===== src/rtl/ysyx_24120013_regfile_sb.sv =====
// GPR file with a per-register outstanding-write scoreboard fed by IDU issue and EXU writeback.
// Optional write-through read bypass is enabled by defining YSYX_24120013_RF_BYPASS_EN.
module ysyx_24120013_regfile_sb #(
  parameter int ADDR_WIDTH = 5,
  parameter int DATA_WIDTH = 32,
  parameter int CNT_WIDTH  = 2
) (
  input  logic                  clk,
  input  logic                  rst,
  input  logic                  wb_valid,
  output logic                  wb_ready,
  input  logic [ADDR_WIDTH-1:0] wb_addr,
  input  logic [DATA_WIDTH-1:0] wb_data,
  input  logic                  iss_valid,
  output logic                  iss_ready,
  input  logic [ADDR_WIDTH-1:0] iss_addr,
  input  logic [ADDR_WIDTH-1:0] rs1_addr,
  output logic [DATA_WIDTH-1:0] rs1_data,
  output logic                  rs1_busy,
  input  logic [ADDR_WIDTH-1:0] rs2_addr,
  output logic [DATA_WIDTH-1:0] rs2_data,
  output logic                  rs2_busy,
  output logic                  pending_any
);

  localparam int NREG = 1 << ADDR_WIDTH;
  localparam logic [ADDR_WIDTH-1:0] ADDR_ZERO = {ADDR_WIDTH{1'b0}};
  localparam logic [DATA_WIDTH-1:0] DATA_ZERO = {DATA_WIDTH{1'b0}};
  localparam logic [CNT_WIDTH-1:0]  CNT_ZERO  = {CNT_WIDTH{1'b0}};
  localparam logic [CNT_WIDTH-1:0]  CNT_MAX   = {CNT_WIDTH{1'b1}};
  localparam logic [CNT_WIDTH-1:0]  CNT_ONE   = CNT_WIDTH'(1);

  logic [DATA_WIDTH-1:0] regs_r    [NREG];
  logic [CNT_WIDTH-1:0]  cnt_r     [NREG];
  logic [CNT_WIDTH-1:0]  cnt_nxt_s [NREG];
  logic                  wb_ready_r;
  logic                  wb_hit_s;
  logic                  iss_hit_s;
  logic                  inc_s     [NREG];
  logic                  dec_s     [NREG];

  assign wb_ready = wb_ready_r;
  assign wb_hit_s = wb_valid & wb_ready_r & (wb_addr != ADDR_ZERO);

  // Issue acceptance looks only at the current count, never at a same-cycle writeback.
  always_comb begin
    iss_ready = 1'b1;
    if (iss_addr == ADDR_ZERO) begin
      iss_ready = 1'b1;
    end else begin
      iss_ready = (cnt_r[iss_addr] != CNT_MAX);
    end
  end

  assign iss_hit_s = iss_valid & iss_ready & (iss_addr != ADDR_ZERO);

  // Next count per register: saturating decrement on writeback plus increment on issue.
  always_comb begin
    for (int i = 0; i < NREG; i++) begin
      inc_s[i]     = iss_hit_s && (iss_addr == ADDR_WIDTH'(i));
      dec_s[i]     = wb_hit_s && (wb_addr == ADDR_WIDTH'(i)) && (cnt_r[i] != CNT_ZERO);
      cnt_nxt_s[i] = cnt_r[i];
      if (inc_s[i] && !dec_s[i]) begin
        cnt_nxt_s[i] = cnt_r[i] + CNT_ONE;
      end else if (dec_s[i] && !inc_s[i]) begin
        cnt_nxt_s[i] = cnt_r[i] - CNT_ONE;
      end else begin
        cnt_nxt_s[i] = cnt_r[i];
      end
    end
  end

  // Register array, counters and writeback-ready flag.
  always_ff @(posedge clk or negedge rst) begin
    if (!rst) begin
      wb_ready_r <= 1'b0;
      for (int i = 0; i < NREG; i++) begin
        regs_r[i] <= DATA_ZERO;
        cnt_r[i]  <= CNT_ZERO;
      end
    end else begin
      wb_ready_r <= 1'b1;
      for (int i = 0; i < NREG; i++) begin
        cnt_r[i] <= cnt_nxt_s[i];
      end
      if (wb_hit_s) begin
        regs_r[wb_addr] <= wb_data;
      end
    end
  end

  // Operand port 1; x0 is hardwired to zero and never busy.
  always_comb begin
    rs1_data = DATA_ZERO;
    rs1_busy = 1'b0;
    if (rs1_addr == ADDR_ZERO) begin
      rs1_data = DATA_ZERO;
      rs1_busy = 1'b0;
    end
`ifdef YSYX_24120013_RF_BYPASS_EN
    else if (wb_hit_s && (wb_addr == rs1_addr)) begin
      rs1_data = wb_data;
      rs1_busy = (cnt_nxt_s[rs1_addr] != CNT_ZERO);
    end
`endif
    else begin
      rs1_data = regs_r[rs1_addr];
      rs1_busy = (cnt_r[rs1_addr] != CNT_ZERO);
    end
  end

  // Operand port 2; identical behaviour to port 1.
  always_comb begin
    rs2_data = DATA_ZERO;
    rs2_busy = 1'b0;
    if (rs2_addr == ADDR_ZERO) begin
      rs2_data = DATA_ZERO;
      rs2_busy = 1'b0;
    end
`ifdef YSYX_24120013_RF_BYPASS_EN
    else if (wb_hit_s && (wb_addr == rs2_addr)) begin
      rs2_data = wb_data;
      rs2_busy = (cnt_nxt_s[rs2_addr] != CNT_ZERO);
    end
`endif
    else begin
      rs2_data = regs_r[rs2_addr];
      rs2_busy = (cnt_r[rs2_addr] != CNT_ZERO);
    end
  end

  // Any outstanding write anywhere in the file.
  always_comb begin
    pending_any = 1'b0;
    for (int i = 0; i < NREG; i++) begin
      pending_any = pending_any | (cnt_r[i] != CNT_ZERO);
    end
  end

endmodule


===== config.mk =====
export PLATFORM = sky130hd
export DESIGN_NAME = ysyx_24120013_regfile_sb
export DESIGN_NICKNAME = d
export VERILOG_FILES = /design/src/rtl/ysyx_24120013_regfile_sb.sv
export SDC_FILE = /design/constraint.sdc
export NUM_CORES = 2
export LEC_CHECK = 0
export BUFFER_PORTS_ARGS = -buffer_cell sky130_fd_sc_hd__buf_2
export CORE_AREA = 4 4 379 269
export CTS_CLUSTER_SIZE = 24
export DETAILED_ROUTE_END_ITERATION = 8
export DIE_AREA = 0 0 383 273
export PLACE_DENSITY_LB_ADDON = 0.12
export SETUP_SLACK_MARGIN = 0.3
export SLEW_MARGIN = 20
export SYNTH_ARGS = -nofsm -noshare
export SYNTH_HDL_FRONTEND = slang
export SYNTH_SLANG_ARGS = --single-unit

===== constraint.sdc =====
create_clock -name clk -period 5.3 [get_ports clk]
set_clock_uncertainty 0.15 [all_clocks]
set_input_delay 0.53 -clock clk [delete_from_list [all_inputs] [get_ports clk]]
set_output_delay 0.53 -clock clk [all_outputs]
set_load 0.05 [all_outputs]

* Yosys cells after proc, flatten, opt, wreduce, memory -nomap -nowiden *
Index checks and enable logic that the tools add are counted.

operators by class
  add/subtract/negate cells = 64
  $lt $le $gt $ge = 5
  equality and inequality tests = 63
  muxes and demuxes = 87
  bitwise operators = 39
  reductions and logical operators = 297

operator list
  operator               number
  $bwmux W1024           1
  $bmux W32 S5           2
  $mux W32               7
  $logic_and A1 B1 Y1    161
  $demux W32 S5          1
  $eq A5 B5 Y1 const B   32
  $mux W2                70
  $reduce_bool A2 Y1     66
  $eq A5 B4 Y1 const B   16
  $add A2 B1 Y2 const B  32
  $logic_not A1 Y1       64
  $sub A2 B1 Y2 const B  32
  $eq A5 B3 Y1 const B   8
  $or A1 B1 Y1           31
  $bmux W2 S5            3
  $ge A6 B6 Y1 const B   4
  $not A5 Y6             4
  $eq A5 B2 Y1 const B   4
  $logic_not A5 Y1       4
  $eq A5 B1 Y1 const B   2
  $reduce_bool A5 Y1     2
  $lt A6 B1 Y1 const B   1
  $and A1 B1 Y1          4
  $mux W1                3
  $ne A2 B2 Y1 const B   1

storage, ports and cells
  register bits = 1089
  output and inout bits = 69
  word-level logic and storage cells = 620

* Depth between registers and ports, before layout *
  word-level depth = 32
  mapped depth = 11

* Worst setup path after synthesis *
Ideal clock, no wire load.

  path type = input to output
  start point = in rs2_addr[1]
  end point = out rs2_busy
  data arrival time = 2.954 ns
  required time = 4.620 ns
  setup slack = 1.666 ns
  stages = 6
  buffers on the path = 2
  path through = buf_2 > buf_1 > mux4_2 > nand2_1 > a21oi_1 > o32ai_1

on the way
  cells in the longest elaborated chain, start to end = 6
  elaborated cells between the ends (all ways) = 7

ends and longest elaborated chain
  element                                      RTL line  source
  start, declared                              20        input logic [ADDR_WIDTH-1:0] rs2_addr,
  $not A5 Y6 (not written as such)             128       rs2_busy = (cnt_r[rs2_addr] != CNT_ZERO);
  $bmux W2 S5                                  128
  $mux W2 (not written as such) (2 in series)  128
  $reduce_bool A2 Y1                           128
  $mux W1 *                                    116       if (rs2_addr == ADDR_ZERO) begin
  end, declared                                22        output logic rs2_busy,

Every way passes the cells marked *; elsewhere a longest branch is shown, timed or not. The select of a mux whose other input is x is not followed.

* Worst setup path in the final report *
  start point = in rs2_addr[0]
  end point = out rs2_data[14]

on the way
  cells in the longest elaborated chain, start to end = 5
  elaborated cells between the ends (all ways) = 6

ends and longest elaborated chain
  element                                       RTL line  source
  $not A5 Y6 (not written as such)              127       rs2_data = regs_r[rs2_addr];
  $bmux W32 S5                                  127
  $mux W32 (not written as such) (2 in series)  127
  $mux W32 *                                    116
  end, declared                                 21        output logic [DATA_WIDTH-1:0] rs2_data,

Marked as above.

==> reports/metrics.yaml <==
timing:
  relSlewSlack_pct: 18.0
  finalCriticalPeriod_ns: 4.09
  fin_ws_ns: 1.21
  setup_tns_ns: 0
  period_share_pct: 77.2
  fin_hold_ws_ns: 0.247
  rsz0062_at_grt: "false"
  worst_pin_slew_ns: 1.23
  hold_viol: 0
  fmax_ghz: 0.244
  setup_viol: 0
  drv_slew: 0
clock_tree:
  clk_pin_slew_ns: 0.06
  cts_tree: "done"
  cts_max_path_buffers: 3
  cts_root_buffer: "clkbuf_16"
  clock_sinks: 1089
  cts.htree.levels: 3
  cts_buffers: 108
  cts-resized-gates: 0
  clk-insertion-delay-late_ns: 0.72
global_route:
  gr-max-usage-layer: "met2"
  antenna_found_initial: 22
  grt_pass1_wl_um: 266000
  met2_usage_pct: 52.4
  track_usage_pct: 34.9
  grt-ovfl-total: 0
  grt_max_degree: 156
  first_global_vias: 38600
  met3_usage_pct: 10.5
  grt_use_met1_pct: 49.3
placement:
  placed_cells: 4903
  io_buffers: 124
  routabilityCongestion: 0.941
  pre_cts_ws_ns: 1.19
  dp_hpwl_um: 106000
yosys:
  synth_cell_types: 43
  synth.ff_latch_count: 1089
  synth_nets: 3856
  syn-cell-area_um2: 58700
  avgSynthCellArea_um2: 15.6
  ys_warn_count: 0
  synth_top_family_by_area: "multiplexers"
  synth_flop_cell: "dfrtp_1"
  synthArstFlopShare_pct: 100
  synth_xor_area_share_pct: 1.39
  synth-adder-area-share_pct: 0.682
  synth_edf_count: 0
  postSynthCellCount: 3768
  yosys.area_share.simple_pct: 2.17
  synth-compound-area-share_pct: 1.15
  synth-seq-area-share_pct: 46.4
  muxShareOfSynthArea_pct: 44.6
power_and_ir_drop:
  power_frac_seq_pct: 45.0
  ir_worst_vdd_uv: 331
  combPwrFrac_pct: 20.3
  p_int_mw: 16.9
  swShare_pct: 29.1
  power_density_nw_per_um2: 370
  switchingPower_mw: 6.93
  clockPowerShare_pct: 34.8
  p_leak_nw: 28.4
setup_path:
  path_buf_inv: 4
  worstPathMaxFanout: 65
  worst_ep_arrival_time_ns: 3.41
  cp-start-kind: "input pin"
  cp.required_ns: 4.62
  path_class: "in -> out"
  slowest_delay_ns: 0.61
  critical-path-top-delay-family: "buffers and inverters"
  path_cells: "buf_8, buf_12, buf_12, mux4_2, mux4_2, nand2_1, o21ai_1, buf_2"
  critPathCaptureType: "output port"
  critical_path.slowest_cell: "buf_8"
die:
  coreArea_um2: 97800
  dieHeight_um: 273
  start_util_pct: 60.1
  pin_count: 125
  std_cell_rows: 96
  fp.dieW_um: 383
  die_area_um2: 105000
route:
  drt_iter0_drc: 3823
  wl_um: 178000
  vias_per_cell: 7.17
  wire_per_inst_um: 34.9
  ant_nets: 0
  via_count: 36700
  first_pass_iters: 6
  drcViolationCount: 0
layout:
  drive_gt1_share_pct: 55.5
  final_cells: 5116
  syn2layout_area_growth_pct: 9.77
  final_nets: 3779
  fin_util_pct: 65.9
  num-fill-cells: 6712
status:
  outcome: "finished, final reports clean"
flow_run:
  max_cap_viol_count: 0
worst_hold_path:
  hold_path_class: "reg -> reg"
[per-layer routing]
| metal | vias to the layer above | wire, µm |
|---|---|---|
| met5 | - | 76 |
| met4 | 12 | 7090 |
| met3 | 410 | 19100 |
| met2 | 2052 | 81100 |
| met1 | 20000 | 71000 |
| li1 | 14300 | - |
[worst reg2reg max path: stages, from the launching register on]
cell,delay [ns]
dfrtp_1,0.37
nand2_1,0.06
nor2_1,0.33
nand3_1,0.52
nor2_4,0.88
o21ai_0,0.22
ha_1,0.26
xor2_1,0.14
nor2_1,0.13
xor2_1,0.17
[logic make-up after synthesis]
logic type      count (synthesis)
buf+inv                       487
other cells                     1
compound gates                122
simple gates                  282
xor+xnor                       93
flops                        1089
fa+ha+maj                      32
mux                          1662
[final cells by class]
cell class / count / area (µm²) / share of cell area (%)
inverters: 68 / 255 / 0.396
multi-input cells: 2192 / 29500 / 45.8
diodes: 8 / 20.0 / 0.0311
clock inverters: 55 / 726 / 1.13
clock buffers: 149 / 3120 / 4.83
well taps: 1323 / 1660 / 2.57
repair buffers: 232 / 1900 / 2.95
flip-flops and latches: 1089 / 27300 / 42.3
[layout by cell type, fill, tap and decap left out, types with 6 or more instances in the layout]
cell type,n
a21oi_1,23
buf_12,32
buf_2,115
buf_4,77
bufinv_16,14
clkbuf_1,15
clkbuf_16,108
clkbuf_8,26
clkinv_2,26
clkinvlp_4,6
dfrtp_1,1089
diode_2,8
ha_1,32
inv_1,68
mux2_1,13
mux2_2,979
mux4_2,666
nand2_1,82
nand3_1,12
nand4_1,8
nor2_1,65
nor2_4,20
nor2b_1,7
nor3_1,53
o21ai_0,20
o21ai_1,64
or2_2,10
or3_1,8
xnor2_1,31
xor2_1,62
[cell usage after synthesis, types with 7 or more instances]
cell type	n	area [µm²]
a21oi_1	23	115
buf_1	74	278
buf_2	117	586
buf_4	29	218
clkbuf_1	196	736
dfrtp_1	1089	27300
ha_1	32	400
inv_1	68	255
mux2_1	13	146
mux2_2	979	11000
mux4_2	666	15000
nand2_1	82	308
nand3_1	12	60.1
nand4_1	8	50.1
nor2_1	85	319
nor2b_1	7	43.8
nor3_1	53	265
o21ai_0	20	100
o21ai_1	64	320
or2_2	11	68.8
or3_1	8	50.1
xnor2_1	31	272
xor2_1	62	543
[path summary, 6_finish.rpt]
check                           depth (start not counted)  slack, ns           end         start
worst max register to register                          9       2.01      cnt_r[9]      wb_ready
worst max-delay path                                    8       1.21  rs2_data[14]   rs2_addr[0]
worst min-delay path                                    0       0.25  regs_r[1005]  regs_r[1005]
min in group asynchronous                               2       0.33  regs_r[1016]           rst
max in group asynchronous                               3       3.18   regs_r[417]           rst
worst min register to register                          0       0.25  regs_r[1005]  regs_r[1005]
[flip-flops by register name (all words and copies together) (netlist names)]
| name | count |
|---|---|
| cnt_r | 64 |
| wb_ready | 1 |
| regs_r | 1024 |
[per-stage QoR]
step	cell area (µm²)	power, mW
floorplan	58700	14.0
global placement	60600	15.3
detailed placement	60600	15.6
CTS	64400	23.8
global route	64500	24.7
finish	64500	23.8
[what timing repair did]
item / CTS / global route
hold buffers: 1 / 0
hold endpoints to repair: 95 / 0
buffers inserted: 0 / 0
[power by group through the flow]
stage          Sequential [mW]  Clock [mW]  Combinational (mW)
2_1_floorplan             10.4           0                3.67
3_3_place_gp              10.7           0                4.64
3_5_place_dp              10.8           0                4.79
4_1_cts                   10.7        8.39                4.81
5_1_grt                   10.8        8.75                5.14
6_report                  10.7        8.29                4.83
Power figures use the tool's default switching activity.
